`config.mk`:
```
export PLATFORM = sky130hd
export DESIGN_NAME = rasgen_multi_flat
export DESIGN_NICKNAME = d
export VERILOG_FILES = /design/src/rtl/rasgen_multi_if.sv /design/src/rtl/rasgen_multi.sv /design/src/flat_wrapper.sv
export SDC_FILE = /design/constraint.sdc
export NUM_CORES = 1
export LEC_CHECK = 0
export ABC_AREA = 1
export BUFFER_PORTS_ARGS = -buffer_cell sky130_fd_sc_hd__clkbuf_2
export CAP_MARGIN = 25
export CORE_MARGIN = 5
export CORE_UTILIZATION = 60
export DETAILED_ROUTE_END_ITERATION = 10
export PLACE_DENSITY = 0.81
export SYNTH_ARGS = -nofsm -noshare
export SYNTH_HDL_FRONTEND = slang
export SYNTH_SLANG_ARGS = --single-unit
```
`constraint.sdc`:
```
create_clock -name clk -period 2.5 [get_ports clk]
set_input_delay 0.125 -clock clk [delete_from_list [all_inputs] [get_ports clk]]
set_output_delay 0.125 -clock clk [all_outputs]
set_load 0.02 [all_outputs]
```
`src/rtl/rasgen_multi_if.sv`:
```
// rasgen_multi_if: request/response bundle for the multi-bank RAS generator.
//   on/bs      - open strobe and its bank select
//   off/offbs  - close strobe and its bank select
//   allon      - broadcast open to every bank
//   alloff     - broadcast close to every bank
//   csl        - active-low chip select per bank
//   ready      - per-bank "idle, may be opened"
//   err        - one-cycle pulse on an open aimed at a busy bank
// master drives requests and observes outputs; slave is the generator.
interface rasgen_multi_if #(
    parameter int NBANKS = 4
);
    logic              on;
    logic [NBANKS-1:0] bs;
    logic              off;
    logic [NBANKS-1:0] offbs;
    logic              allon;
    logic              alloff;
    logic [NBANKS-1:0] csl;
    logic [NBANKS-1:0] ready;
    logic              err;

    modport master (
        output on, bs, off, offbs, allon, alloff,
        input  csl, ready, err
    );

    modport slave (
        input  on, bs, off, offbs, allon, alloff,
        output csl, ready, err
    );
endinterface

```
`src/rtl/rasgen_multi.sv`:
```
// rasgen_multi: per-bank RAS / chip-select generator with minimum active
// time, precharge lockout, deferred close and a misuse error pulse.
//   clk  - system clock, all state changes on the rising edge
//   res  - synchronous active-high reset
//   bus  - rasgen_multi_if.slave (requests in; csl, ready, err out)
//
// state  | meaning
// -------+------------------------------------------------------------
// IDLE   | bank closed, ready=1, csl=1; accepts an open
// ACTIVE | bank open, csl=0; cnt counts down the minimum active time,
//        | pend remembers a close that arrived before cnt reached 0
// PRECH  | bank closing, ready=0; cnt counts down the precharge lockout
module rasgen_multi #(
    parameter int NBANKS = 4,
    parameter int TRAS   = 5,
    parameter int TRP    = 3,
    parameter int CNTW   = 4
) (
    input  logic           clk,
    input  logic           res,
    rasgen_multi_if.slave  bus
);

    typedef enum logic [1:0] {
        S_IDLE   = 2'd0,
        S_ACTIVE = 2'd1,
        S_PRECH  = 2'd2
    } state_t;

    localparam logic [CNTW-1:0] TRAS_LD = CNTW'(TRAS - 1);
    localparam logic [CNTW-1:0] TRP_LD  = CNTW'(TRP - 1);
    localparam logic [CNTW-1:0] CNT_ONE = CNTW'(1);

    state_t            state_q [NBANKS];
    state_t            state_d [NBANKS];
    logic [CNTW-1:0]   cnt_q   [NBANKS];
    logic [CNTW-1:0]   cnt_d   [NBANKS];
    logic [NBANKS-1:0] pend_q, pend_d;
    logic              err_q, err_d;

    logic [NBANKS-1:0] open_v, close_v;
    logic [NBANKS-1:0] csl_v, ready_v;

    assign open_v  = ({NBANKS{bus.on}}  & bus.bs)    | {NBANKS{bus.allon}};
    assign close_v = ({NBANKS{bus.off}} & bus.offbs) | {NBANKS{bus.alloff}};

    always_comb begin
        err_d  = 1'b0;
        pend_d = pend_q;
        for (int i = 0; i < NBANKS; i++) begin
            state_d[i] = state_q[i];
            cnt_d[i]   = cnt_q[i];
            case (state_q[i])
                S_IDLE: begin
                    // open wins over a coincident close on an idle bank
                    if (open_v[i]) begin
                        state_d[i] = S_ACTIVE;
                        cnt_d[i]   = TRAS_LD;
                        pend_d[i]  = 1'b0;
                    end
                end
                S_ACTIVE: begin
                    if (open_v[i]) begin
                        err_d = 1'b1;
                    end
                    if (close_v[i] || pend_q[i]) begin
                        if (cnt_q[i] == '0) begin
                            state_d[i] = S_PRECH;
                            cnt_d[i]   = TRP_LD;
                            pend_d[i]  = 1'b0;
                        end else begin
                            // tRAS not yet met: hold the close until cnt hits 0
                            pend_d[i]  = 1'b1;
                            cnt_d[i]   = cnt_q[i] - CNT_ONE;
                        end
                    end else if (cnt_q[i] != '0) begin
                        cnt_d[i] = cnt_q[i] - CNT_ONE;
                    end
                end
                S_PRECH: begin
                    if (open_v[i]) begin
                        err_d = 1'b1;
                    end
                    if (cnt_q[i] == '0) begin
                        state_d[i] = S_IDLE;
                    end else begin
                        cnt_d[i] = cnt_q[i] - CNT_ONE;
                    end
                end
                default: begin
                    state_d[i] = S_IDLE;
                    cnt_d[i]   = '0;
                    pend_d[i]  = 1'b0;
                end
            endcase
        end
    end

    always_ff @(posedge clk) begin
        if (res) begin
            for (int i = 0; i < NBANKS; i++) begin
                state_q[i] <= S_IDLE;
                cnt_q[i]   <= '0;
            end
            pend_q <= '0;
            err_q  <= 1'b0;
        end else begin
            for (int i = 0; i < NBANKS; i++) begin
                state_q[i] <= state_d[i];
                cnt_q[i]   <= cnt_d[i];
            end
            pend_q <= pend_d;
            err_q  <= err_d;
        end
    end

    // outputs are pure decodes of registered state: no input-to-output path
    always_comb begin
        csl_v   = '1;
        ready_v = '1;
        for (int i = 0; i < NBANKS; i++) begin
            csl_v[i]   = (state_q[i] != S_ACTIVE);
            ready_v[i] = (state_q[i] == S_IDLE);
        end
    end

    assign bus.csl   = csl_v;
    assign bus.ready = ready_v;
    assign bus.err   = err_q;

endmodule

```
`src/flat_wrapper.sv`:
```
// flat-port wrapper written by rule: the top's interface ports become plain ports
module rasgen_multi_flat 
#(
    parameter int NBANKS = 4,
    parameter int TRAS   = 5,
    parameter int TRP    = 3,
    parameter int CNTW   = 4
)
  (clk, res, bus_on, bus_bs, bus_off, bus_offbs, bus_allon, bus_alloff, bus_csl, bus_ready, bus_err);
  rasgen_multi_if #(.NBANKS(NBANKS)) bus_i ();
  input  logic clk;
  input  logic res;
  input wire logic [$bits(bus_i.on)-1:0] bus_on;
  input wire logic [$bits(bus_i.bs)-1:0] bus_bs;
  input wire logic [$bits(bus_i.off)-1:0] bus_off;
  input wire logic [$bits(bus_i.offbs)-1:0] bus_offbs;
  input wire logic [$bits(bus_i.allon)-1:0] bus_allon;
  input wire logic [$bits(bus_i.alloff)-1:0] bus_alloff;
  output wire logic [$bits(bus_i.csl)-1:0] bus_csl;
  output wire logic [$bits(bus_i.ready)-1:0] bus_ready;
  output wire logic [$bits(bus_i.err)-1:0] bus_err;
  assign bus_i.on = bus_on;
  assign bus_i.bs = bus_bs;
  assign bus_i.off = bus_off;
  assign bus_i.offbs = bus_offbs;
  assign bus_i.allon = bus_allon;
  assign bus_i.alloff = bus_alloff;
  assign bus_csl = bus_i.csl;
  assign bus_ready = bus_i.ready;
  assign bus_err = bus_i.err;
  rasgen_multi #(.NBANKS(NBANKS), .TRAS(TRAS), .TRP(TRP), .CNTW(CNTW)) u_core (.clk(clk), .res(res), .bus(bus_i));
endmodule
```
=== Word-level counts from Yosys, hierarchy flattened ===
Memory sizes are Yosys's and may differ from the RTL's.
Index checks and enable logic that the tools add are counted.

* Register bits: 5
* RAM bits: 24
* Bits of input ports: 14
* Output and inout bits: 9
* Word-level logic and storage cells: 150
* Memories: 2

{| class="wikitable"
|+ Memories
! name !! words !! width !! read ports !! clocked after memory_dff !! write ports !! line !! text
|-
| u_core.cnt_q || 4 || 4 || 4 || 0 || 4 || rasgen_multi.sv:36 || <nowiki>logic [CNTW-1:0] cnt_q [NBANKS];</nowiki>
|-
| u_core.state_q || 4 || 2 || 4 || 0 || 4 || rasgen_multi.sv:34 || <nowiki>state_t state_q [NBANKS];</nowiki>
|}

* $add $sub $neg: 4
* Eq/ne operators: 20
* Multiplexer cells: 79
* Bitwise operators: 16
* Reductions and logical operators: 24

{| class="wikitable"
|+ Operator list
! operator !! number
|-
| 4-bit two-way mux || 24
|-
| 4-bit case mux with 3 select lines || 4
|-
| 2-bit two-way mux || 20
|-
| 2-bit by 1-bit != test with 1-bit output, second input constant || 12
|-
| 2-bit case mux with 3 select lines || 4
|-
| 1-bit two-way mux || 23
|-
| 4-bit logical NOT || 4
|-
| 4-bit nonzero test || 4
|-
| 4-bit by 1-bit subtractor with 4-bit output, second input constant || 4
|-
| 1-bit case mux with 3 select lines || 4
|-
| 3-bit AND reduction || 4
|-
| 4-bit AND || 2
|-
| 2-bit by 1-bit == test with 1-bit output, second input constant || 4
|-
| 2-bit == test, second input constant || 4
|-
| 2-bit logical NOT || 4
|-
| 1-bit bitwise OR || 8
|-
| 4-bit bitwise OR || 2
|-
| 2-bit OR reduction || 4
|-
| 1-bit logical OR || 4
|-
| 1-bit NOT || 4
|}

=== Longest topological paths before layout ===
Gate-level depths: netlist (run 1).

* Word-level depth: 10
* Mapped depth: 10
* Gate-level depth less buffers: 10

=== Worst setup path before layout (run 1) ===
No wires, ideal clock.

* Kind: flip-flop to flip-flop
* Start point: memory u_core.state_q[2][1] (netlist name)
* End point: register u_core.pend_q[2]
* Setup time: 0.069 ns
* Arrival: 1.301 ns
* Required time: 2.431 ns
* Slack: 1.130 ns
* Cell stages (with the launch flop): 9
* Path buffers: 0
* Period minus slack after synthesis: 1.370 ns
* Cell sequence: dfxtp_1 > inv_1 > ha_1 > inv_2 > nor2_2 > nand3_2 > nand3_4 > or2_1 > a21oi_2

{| class="wikitable"
|+ RTL lines
! what !! line !! text
|-
| start, declared || rasgen_multi.sv:34 ||
|-
| end signal, assigned || rasgen_multi.sv:112 || <nowiki>pend_q <= pend_d;</nowiki>
|-
| end, declared || rasgen_multi.sv:38 || <nowiki>logic [NBANKS-1:0] pend_q, pend_d;</nowiki>
|}

==> results of run 1 <==
-- area by class of cell --
cell class	instances	area [µm²]
clock buffer	7	55.05
sequential	29	580.6
fill	291	1028
inverter	46	172.7
clock inverter	1	30.03
multi-input combinational	217	1381
tap	46	57.56
timing repair buffer	22	110.1
-- cell families (layout without fill, tap and decap cells) --
family,after synthesis,after routing
xor+xnor,4,4
compound gates,47,47
flops,29,29
simple gates,142,142
fa+ha+maj,24,24
buf+inv,53,76
-- cell usage after synthesis, drive strengths merged --
cell,instances,area (µm²)
nand2,87,356.6
inv,46,172.7
a21oi,33,210.2
dfxtp,29,580.6
nor2,27,136.4
ha,24,300.3
nand3,23,227.7
o21ai,11,55.05
buf,7,43.79
xor2,4,35.03
nand4,3,18.77
o211ai,2,20.02
or2,2,12.51
a41oi,1,8.760
-- power groups by stage --
| stage | clock (mW) | sequential [mW] | combinational [mW] |
|---|---|---|---|
| 2_1_floorplan | 0 | 0.766 | 1.62 |
| 3_3_place_gp | 0 | 0.785 | 1.88 |
| 3_5_place_dp | 0 | 0.788 | 1.93 |
| 4_1_cts | 0.423 | 0.777 | 1.94 |
| 5_1_grt | 0.445 | 0.803 | 2.20 |
| 6_report | 0.413 | 0.780 | 1.93 |
-- registers in the layout, indices dropped and copies added, names as in the netlist --
register / cells
u_core.state_q: 8
u_core.bus.err: 1
u_core.pend_q: 4
u_core.cnt_q: 16
-- critical path: cells and delay by family, from the launching register on --
family / cells / cell delay [ps]
buf+inv: 2 / 160
simple gates: 4 / 340
compound gates: 2 / 290
flops: 1 / 380
fa+ha+maj: 1 / 230
-- metal layers --
layer  routed length (µm)  vias up  global-route usage [%]
met5                    0        -                       0
met4                   51        0                   5.957
met3                  195        5                   3.874
met2                 1976       32                   29.52
met1                 2097      835                   24.26
li1                     -      989                       -
-- cells in the final DEF, fill, tap and decap left out, types with 6 or more instances in the layout --
cell type / count
nand2_1: 77
inv_1: 36
dfxtp_1: 29
ha_1: 24
a21oi_1: 23
clkbuf_2: 22
nor2_1: 19
inv_2: 10
nand3_2: 10
nand2_2: 9
a21oi_2: 9
nand3_1: 8
o21ai_0: 6
-- path summary, 6_finish.rpt --
kind	start	endpoint	slack, ps	cells after the start
hold reg to reg	u_core.cnt_q[0][1]	u_core.cnt_q[0][1]	480	2
setup / recovery	u_core.state_q[2][1]	u_core.cnt_q[2][1]	1030	9
setup reg to reg	u_core.state_q[2][1]	u_core.cnt_q[2][1]	1030	9
hold / removal	bus_bs[0]	u_core.bus.err	220	5
==> impl_metrics.yaml, run 1 <==
global_routing:
  overflow: 0
  grt_max_degree: 19
  grt_pass1_wl_um: 7383
  track_usage_pct: 18.33
  antenna_found_initial: 0
  grt_pass1_vias: 1716
die:
  die_w_um: 70.26
  fp.dieH_um: 70.26
  dieArea_mm2: 0.004936
  ios: 23
  rows: 21
  initial_core_util_pct: 63.77
  core_mm2: 0.003416
synth:
  syn_area_per_cell_um2: 7.285
  synthesis.area_mm2: 0.002178
  synth_xor_area_share_pct: 1.608
  synth_compound_area_share_pct: 13.50
  synth_seq_area_share_pct: 26.65
  ys_ff_latch: 29
  synth-adder-area-share_pct: 13.79
  synth-simple-area-share_pct: 34.52
  synth_cells: 299
  synth.mux.area_fraction_pct: 0
  ys_warn_count: 0
  synth_cell_type_count: 27
  syn_nets: 337
  synth_top_family_by_area: "simple AND/OR/NAND/NOR gates"
sta:
  worst_pin_slew_ps: 492.2
  clock_skew_ps: 11.98
  timing.slew.headroom_pct: 67.19
  tns_ps: 0
  hold_violations: 0
  maxSlewViolCount: 0
  fmax_mhz: 679.2
  finalSetupViolCount: 0
  rsz0062_at_grt: "false"
  period_share_pct: 58.90
  fin_crit_ps: 1472
  layout_setup_ws_ps: 1028
  whs_ps: 224.6
setup_path:
  arrival_ps: 1740
  cp.required_ps: 2770
  path_cells: "inv_1, ha_1, inv_2, nor2_2, nand3_2, nand3_4, a21oi_4, nand2_1, a21oi_1"
  critPathKind: "flip-flop to flip-flop"
  cp_slowest_cell: "dfxtp_1"
  cp_slowest_stage_delay_ps: 380
  crit_path_start_kind: "flip-flop"
  end_kind: "flip-flop"
  crit_fanout: 5
placed_design:
  place_inst: 360
  dpl_cell_area_mm2: 0.002302
  port_buffers: 22
  dp_worst_setup_slack_ps: 1053
  gp_congestion: 0.8247
  dpl.hpwl_um: 3374
clock_network:
  post-cts-setup-buffers: 0
  cts_tree: "yes"
  path_clk_slew_ps: 100
  ctsHoldBuffers: 0
  clock_sinks: 29
  max-clock-path-buffers: 2
  clock_latency_ps: 340
  post_cts_resized: 0
  h-tree-depth: 2
  cts_made_buffers: 5
  cts_root_buf: "clkbuf_4"
drt:
  drc: 0
  num_vias: 1861
  routed_wl_um: 4320
  final_antenna_net_count: 0
  drt_iter0_drc: 92
  avgRoutedWirePerCell_um: 11.74
  via_per_inst: 5.057
  drtPass1Iterations: 4
power_and_ir_drop:
  p_int_mw: 1.589
  total_power_mw: 3.125
  pwr-share-seq_pct: 24.9
  switching_share_pct: 49.16
  p_clk_share_pct: 13.2
  p_leak_nw: 1.177
  vdd_ir_drop_max_mv: 0.6561
  power_density_mw_per_mm2: 1309
  p_sw_mw: 1.536
  power_frac_comb_pct: 61.8
cells_and_area:
  layout.cells.non_filler: 368
  postLayoutCoreUtil_pct: 69.89
  layout-drive-gt1-share_pct: 25.78
  final_area_mm2: 0.002387
  area_growth_pct: 9.592
  final_nets: 359
  n_antenna_cell: 0
run_status:
  outcome: "completed"
min_path:
  hold_path_class: "input pin to flip-flop"
job:
  cap_violations: 0
(Power assumes the default switching activity.)
==> run 2: changes to the inputs <==
- ABC_AREA: 1 -> 0
- CORE_UTILIZATION: 60 -> 59
- PLACE_DENSITY: 0.81 -> 0.8
- clock period: 2.5 -> 1.5 ns (I/O delays scaled with it)
==> run 2 against run 1 <==
  * The flow now finishes with violations (negative setup slack)
  * Clock skew rose by 23 ps
  * Sequential share of layout area fell by 6.0 points
  * Worst hold slack got worse by 100 ps
  * First-iteration DRC count rose to 6.2 times the previous value
  * Clock-buffer cell count rose by 1
  * Critical path type unchanged
  * Critical endpoint is now u_core.cnt_q[2][3]
==> impl_metrics.yaml, run 2 <==
sta:
  worst_pin_slew_ps: 556.4
  rsz0062_at_grt: "true"
  hold_violations: 0
  maxSlewViolCount: 0
  clock_skew_ps: 35.26
  fmax_mhz: 487.3
  finalSetupViolCount: 32
  period_share_pct: 136.8
  layout_setup_ws_ps: -552.0
  timing.slew.headroom_pct: 62.62
  fin_crit_ps: 2052
clock_network:
  cts_tree: "yes"
  max-clock-path-buffers: 2
  cts_made_buffers: 5
  cts_root_buf: "clkbuf_4"
  path_clk_slew_ps: 130
  clock_latency_ps: 380
  h-tree-depth: 2
  clock_sinks: 29
setup_path:
  critPathKind: "flip-flop to flip-flop"
  crit_path_start_kind: "flip-flop"
  crit_path_end: "u_core.cnt_q[2][3]"
  cp_slowest_stage_delay_ps: 380
  crit_family: "simple AND/OR/NAND/NOR gates"
  arrival_ps: 2330
  cp_slowest_cell: "nor3b_2"
  cp.required_ps: 1780
  cp.depth: 6
  crit_fanout: 5
  end_kind: "flip-flop"
  cp.buffers_inverters: 1
  timing.rr.end: "u_core.cnt_q[2][3]"
  r2r_cells: 6
  r2r_slack_ps: -550
  worstSetupStartpoint: "u_core.state_q[2][1]"
  reg2reg_from: "u_core.state_q[2][1]"
  path_cells: "inv_2, ha_4, nor3b_2, a221o_1, nand4_1, a31oi_1"
drt:
  avgRoutedWirePerCell_um: 29.06
  final_antenna_net_count: 0
  wl_met2_um: 4834
  via_per_inst: 7.672
  routed_wl_um: 11600
  wl_met3_um: 1660
  drt_iter0_drc: 570
  drtPass1Iterations: 9
  met1Wirelength_um: 3736
  num_vias: 3061
  drc: 0
  top_layer_used: "met4"
power_and_ir_drop:
  p_leak_nw: 1.406
  vdd_ir_drop_max_mv: 1.900
  p_clk_share_pct: 6.7
  pwr-share-seq_pct: 17.0
  switching_share_pct: 48.94
  p_int_mw: 4.258
  p_sw_mw: 4.081
  power_density_mw_per_mm2: 2529
  power_frac_comb_pct: 76.3
global_routing:
  grt_pass1_wl_um: 12650
  grt_pass1_vias: 2611
  grt_max_degree: 15
  overflow: 0
  antenna_found_initial: 0
  track_usage_pct: 31.83
synth:
  ys_ff_latch: 29
  synth_cell_type_count: 56
  synth_seq_area_share_pct: 27.44
  yosysTopAreaCell: "dfxtp_1"
  synthesis.area_mm2: 0.002116
  synth_cells: 259
  synth_xor_area_share_pct: 1.242
  syn_nets: 297
  synth_top_area_share_pct: 27.44
  synth_top_family_by_area: "compound AO/OA/AOI/OAI gates"
  synthArstFlopShare_pct: 0
  syn_area_per_cell_um2: 8.169
  yosysMostFrequentCell: "dfxtp_1"
  synth_compound_area_share_pct: 26.37
  ys_warn_count: 0
  netlist_top_cells_count: "dfxtp_1 (29), a21oi_1 (26), inv_1 (25)"
  synth-simple-area-share_pct: 23.65
  ys.flop_type: "dfxtp_1"
  synth.mux.area_fraction_pct: 0.4731
  synth_edf_count: 0
  synth-adder-area-share_pct: 14.19
  synth_area_leaders: "dfxtp_1 (27%), ha_1 (14%), a21oi_1 (6.2%)"
cells_and_area:
  final_common_cell: "buf_4"
  final_nets: 390
  area_growth_pct: 55.82
  reg_top3: "u_core.cnt_q x16, u_core.state_q x8, u_core.pend_q x4"
  largest_reg_flops: 16
  layout.cells.non_filler: 399
  n_antenna_cell: 0
  layout-drive-gt1-share_pct: 53.82
  top_register: "u_core.cnt_q"
  final_area_mm2: 0.003297
  postLayoutCoreUtil_pct: 96.52
  mostFrequentLayoutCells: "buf_4 (62), clkbuf_2 (20), a21oi_1 (17)"
die:
  fp.dieH_um: 69.89
  core_mm2: 0.003416
  rows: 21
  ios: 23
  dieArea_mm2: 0.004884
  die_w_um: 69.89
  initial_core_util_pct: 61.94
placed_design:
  gp_congestion: 0.8905
  dpl_cell_area_mm2: 0.002821
  dpl.hpwl_um: 4664
  place_inst: 381
  port_buffers: 22
run_status:
  outcome: "complete, but fails checks"
  violations: "negative setup slack"
job:
  cap_violations: 0
min_path:
  hold_path_class: "input pin to flip-flop"
## run 2: changes by cell type in the layout (fill, tap and decap cells not counted), sizes merged, moves of 6 or more
cell and delta:
o21ai +8, nor2 -14, nor3 +6, nand2 -72
inv -21, nor3b +7, buf +74, nand3 -17
a21oi -7
## run 2: layout make-up
| cell class | instances | area (µm²) |
|---|---|---|
| Multi-Input combinational cell | 197 | 1769 |
| Inverter | 25 | 101.3 |
| Tap cell | 46 | 57.56 |
| Sequential cell | 29 | 605.6 |
| Timing Repair Buffer | 94 | 704.4 |
| Clock buffer | 8 | 58.81 |
| Fill cell | 70 | 118.9 |
## run 2: layer usage
layer,up-vias,global-route usage [%]
li1,1138,-
met1,1369,38.60
met2,390,54.46
met3,164,6.743
met4,0,12.77
met5,-,0
## run 2: worst min path at each step
stage	startpoint	end	slack (ps)	cells after the start
CTS	bus_on	u_core.bus.err	60	3
global placement	bus_on	u_core.bus.err	400	3
floorplan	bus_allon	u_core.bus.err	220	2
finish	bus_on	u_core.bus.err	120	3
detailed placement	bus_on	u_core.bus.err	420	3
global route	bus_allon	u_core.bus.err	110	3
## run 2: power groups by stage
stage	clock (mW)	combinational, mW	sequential [mW]
floorplan	0	2.64	1.33
global placement	0	4.09	1.31
detailed placement	0	4.23	1.32
CTS	0.529	4.73	1.33
global route	0.596	6.52	1.43
finish	0.560	6.36	1.41
## run 2: kinds of logic after synthesis
family,after synthesis
adder cells (fa/ha/maj),24
buffers and inverters,33
AND/OR/NAND/NOR,85
flip-flops,29
AO/OA/AOI/OAI,84
multiplexers,1
XOR/XNOR,3
## run 2: what timing repair did
| action | in CTS | in global routing |
|---|---|---|
| hold buffers | 0 | 0 |
| pin swaps | 13 | 21 |
| gates resized for setup | 38 | 56 |
| setup endpoints to repair | 27 | 30 |
| buffers inserted | 7 | 5 |
## run 2: metrics by stage
stage | setup slack, ps | total power, mW | TNS, ps | hold slack, ps
2_1_floorplan | -190.6 | 3.972 | -667.2 | 221.3
3_3_place_gp | -162.7 | 5.395 | -1445 | 397.5
3_5_place_dp | -226.5 | 5.545 | -2046 | 422.6
4_1_cts | -246.4 | 6.592 | -1763 | 59.35
5_1_grt | -614.9 | 8.544 | -8413 | 113.9
6_report | -552.0 | 8.339 | -6722 | 124.8
## run 2: tightest hold or removal path: cells and delay by family
kind | cells | cell delay [ps]
AO/OA/AOI/OAI | 2 | 210
buffers and inverters | 1 | 150
==> run 3: changes to the inputs <==
- CORE_UTILIZATION: 59 -> 48
- GPL_TIMING_DRIVEN: default -> 0
- PLACE_DENSITY: 0.8 -> 0.7
- clock period: 1.5 -> 1.8 ns (I/O delays scaled with it)
==> run 3 against run 2 <==
  * Sequential share of layout area up 4.5 points
  * Critical path depth unchanged
  * Sequential cell count unchanged
  * The run now ends clean
  * Clock skew down 26 ps
  * Die area up 19%
  * Design area down 20%
==> impl_metrics.yaml, run 3 (synthesized netlist as in run 2, its figures left out) <==
clock_network:
  ctsHoldBuffers: 0
  clock_latency_ps: 290
  cts_made_buffers: 5
  cts_root_buf: "clkbuf_8"
  max-clock-path-buffers: 2
  cts_tree: "yes"
  h-tree-depth: 2
  clock_sinks: 29
  path_clk_slew_ps: 70
drt:
  drc: 0
  num_vias: 2066
  routed_wl_um: 5318
  drt_iter0_drc: 160
  avgRoutedWirePerCell_um: 15.24
  via_per_inst: 5.920
  drtPass1Iterations: 4
  final_antenna_net_count: 0
min_path:
  min_from: "res"
  hold_path_depth: 3
  hold_end: "u_core.cnt_q[1][1]"
  hold_path_class: "input pin to flip-flop"
setup_path:
  arrival_ps: 2000
  critPathKind: "flip-flop to flip-flop"
  cp_slowest_stage_delay_ps: 390
  r2r_cells: 6
  crit_fanout: 3
  cp_slowest_cell: "or3b_4"
  timing.rr.end: "u_core.state_q[2][0]"
  cp.required_ps: 2010
  path_cells: "inv_2, ha_4, or3b_4, a32o_2, or3b_1, a21oi_2"
  end_kind: "flip-flop"
  crit_path_start_kind: "flip-flop"
  r2r_slack_ps: 8
  reg2reg_from: "u_core.cnt_q[2][1]"
global_routing:
  grt_pass1_vias: 1854
  track_usage_pct: 16.90
  grt_max_degree: 11
  overflow: 0
  antenna_found_initial: 0
  grt_pass1_wl_um: 8314
power_and_ir_drop:
  power_density_mw_per_mm2: 1860
  total_power_mw: 4.910
  vdd_ir_drop_max_mv: 0.8877
  p_leak_nw: 1.088
cells_and_area:
  multi_input_area_mm2: 0.001524
  seqCellArea_um2: 604.3
  reg_top3: "u_core.cnt_q x16, u_core.state_q x8, u_core.pend_q x4"
  layout.cells.non_filler: 349
  largest_reg_flops: 16
  n_antenna_cell: 0
  final_common_cell: "a21oi_1"
  area_growth_pct: 24.78
  final_nets: 334
  mostFrequentLayoutCells: "a21oi_1 (24), clkbuf_2 (22), inv_1 (20)"
  layout-drive-gt1-share_pct: 29.63
  fill_cells: 397
  top_register: "u_core.cnt_q"
placed_design:
  port_buffers: 22
  dpl.hpwl_um: 3708
  dp_worst_setup_slack_ps: -115.7
  place_inst: 333
  gp_congestion: 0.8538
sta:
  fin_crit_ps: 1792
  rsz0062_at_grt: "true"
  tns_ps: 0
  maxSlewViolCount: 0
  period_share_pct: 99.56
  worst_pin_slew_ps: 624.2
  hold_violations: 0
  whs_ps: 87.97
  clock_skew_ps: 8.930
  finalSetupViolCount: 0
  timing.slew.headroom_pct: 58.39
  fmax_mhz: 558.0
  layout_setup_ws_ps: 7.884
run_status:
  outcome: "completed"
die:
  rows: 24
  fp.dieH_um: 76.39
  die_w_um: 76.39
  initial_core_util_pct: 48.93
  dieArea_mm2: 0.005835
  core_mm2: 0.004324
  ios: 23
job:
  cap_violations: 0
run 3: repair_timing:
item,in CTS,in global routing
endpoints found under the hold margin,0,0
buffers inserted,2,6
endpoints found under the setup margin,4,22
cloned,0,0
pin swaps,0,8
gates resized for setup,12,37
run 3: where the power goes:
group / internal (mW) / switching (mW)
clock: 0.550 / 0.277
sequential: 0.912 / 0.249
combinational: 1.37 / 1.55
total: 2.84 / 2.07
run 3: critical path, delay by kind of cell, from the launching register on:
family | cells | cell delay, ps
AOI/OAI and AO/OA | 2 | 400
DFF | 1 | 330
buffers and inverters | 1 | 70
adders and majority gates | 1 | 130
and+or+nand+nor | 2 | 780
run 3: final cells by class:
cell class / count / area share, %
repair buffers: 30 / 6.445
flip-flops and latches: 29 / 22.89
multi-input cells: 197 / 57.73
plain buffers: 8 / 1.848
clock buffers: 5 / 2.607
well taps: 52 / 2.464
inverters: 25 / 3.555
clock inverters: 3 / 2.464
run 3: per-stage QoR:
stage	utilization [%]	area, µm²
detailed placement	53.04	2293
global placement	53.04	2293
floorplan	-	2118
global route	61.05	2640
CTS	57.12	2470
finish	61.05	2640
run 3: worst max path at each step:
stage	start	endpoint	cells past startpoint
after detailed placement	u_core.cnt_q[0][0]	u_core.cnt_q[0][3]	6
after global routing	u_core.cnt_q[2][1]	u_core.state_q[2][0]	6
after global placement	u_core.cnt_q[0][0]	u_core.cnt_q[0][3]	6
after floorplan	u_core.state_q[0][1]	u_core.cnt_q[0][0]	6
after CTS	u_core.cnt_q[2][0]	u_core.state_q[2][0]	6
final	u_core.cnt_q[2][1]	u_core.state_q[2][0]	6
run 3: metal layers:
metal / wire length [µm] / GRT usage (%) / vias to the layer above
met4: 65 / 6.294 / 0
met1: 2559 / 22.37 / 978
met2: 2480 / 27.31 / 54
met5: 0 / 0 / -
li1: - / - / 1027
met3: 212 / 2.955 / 7
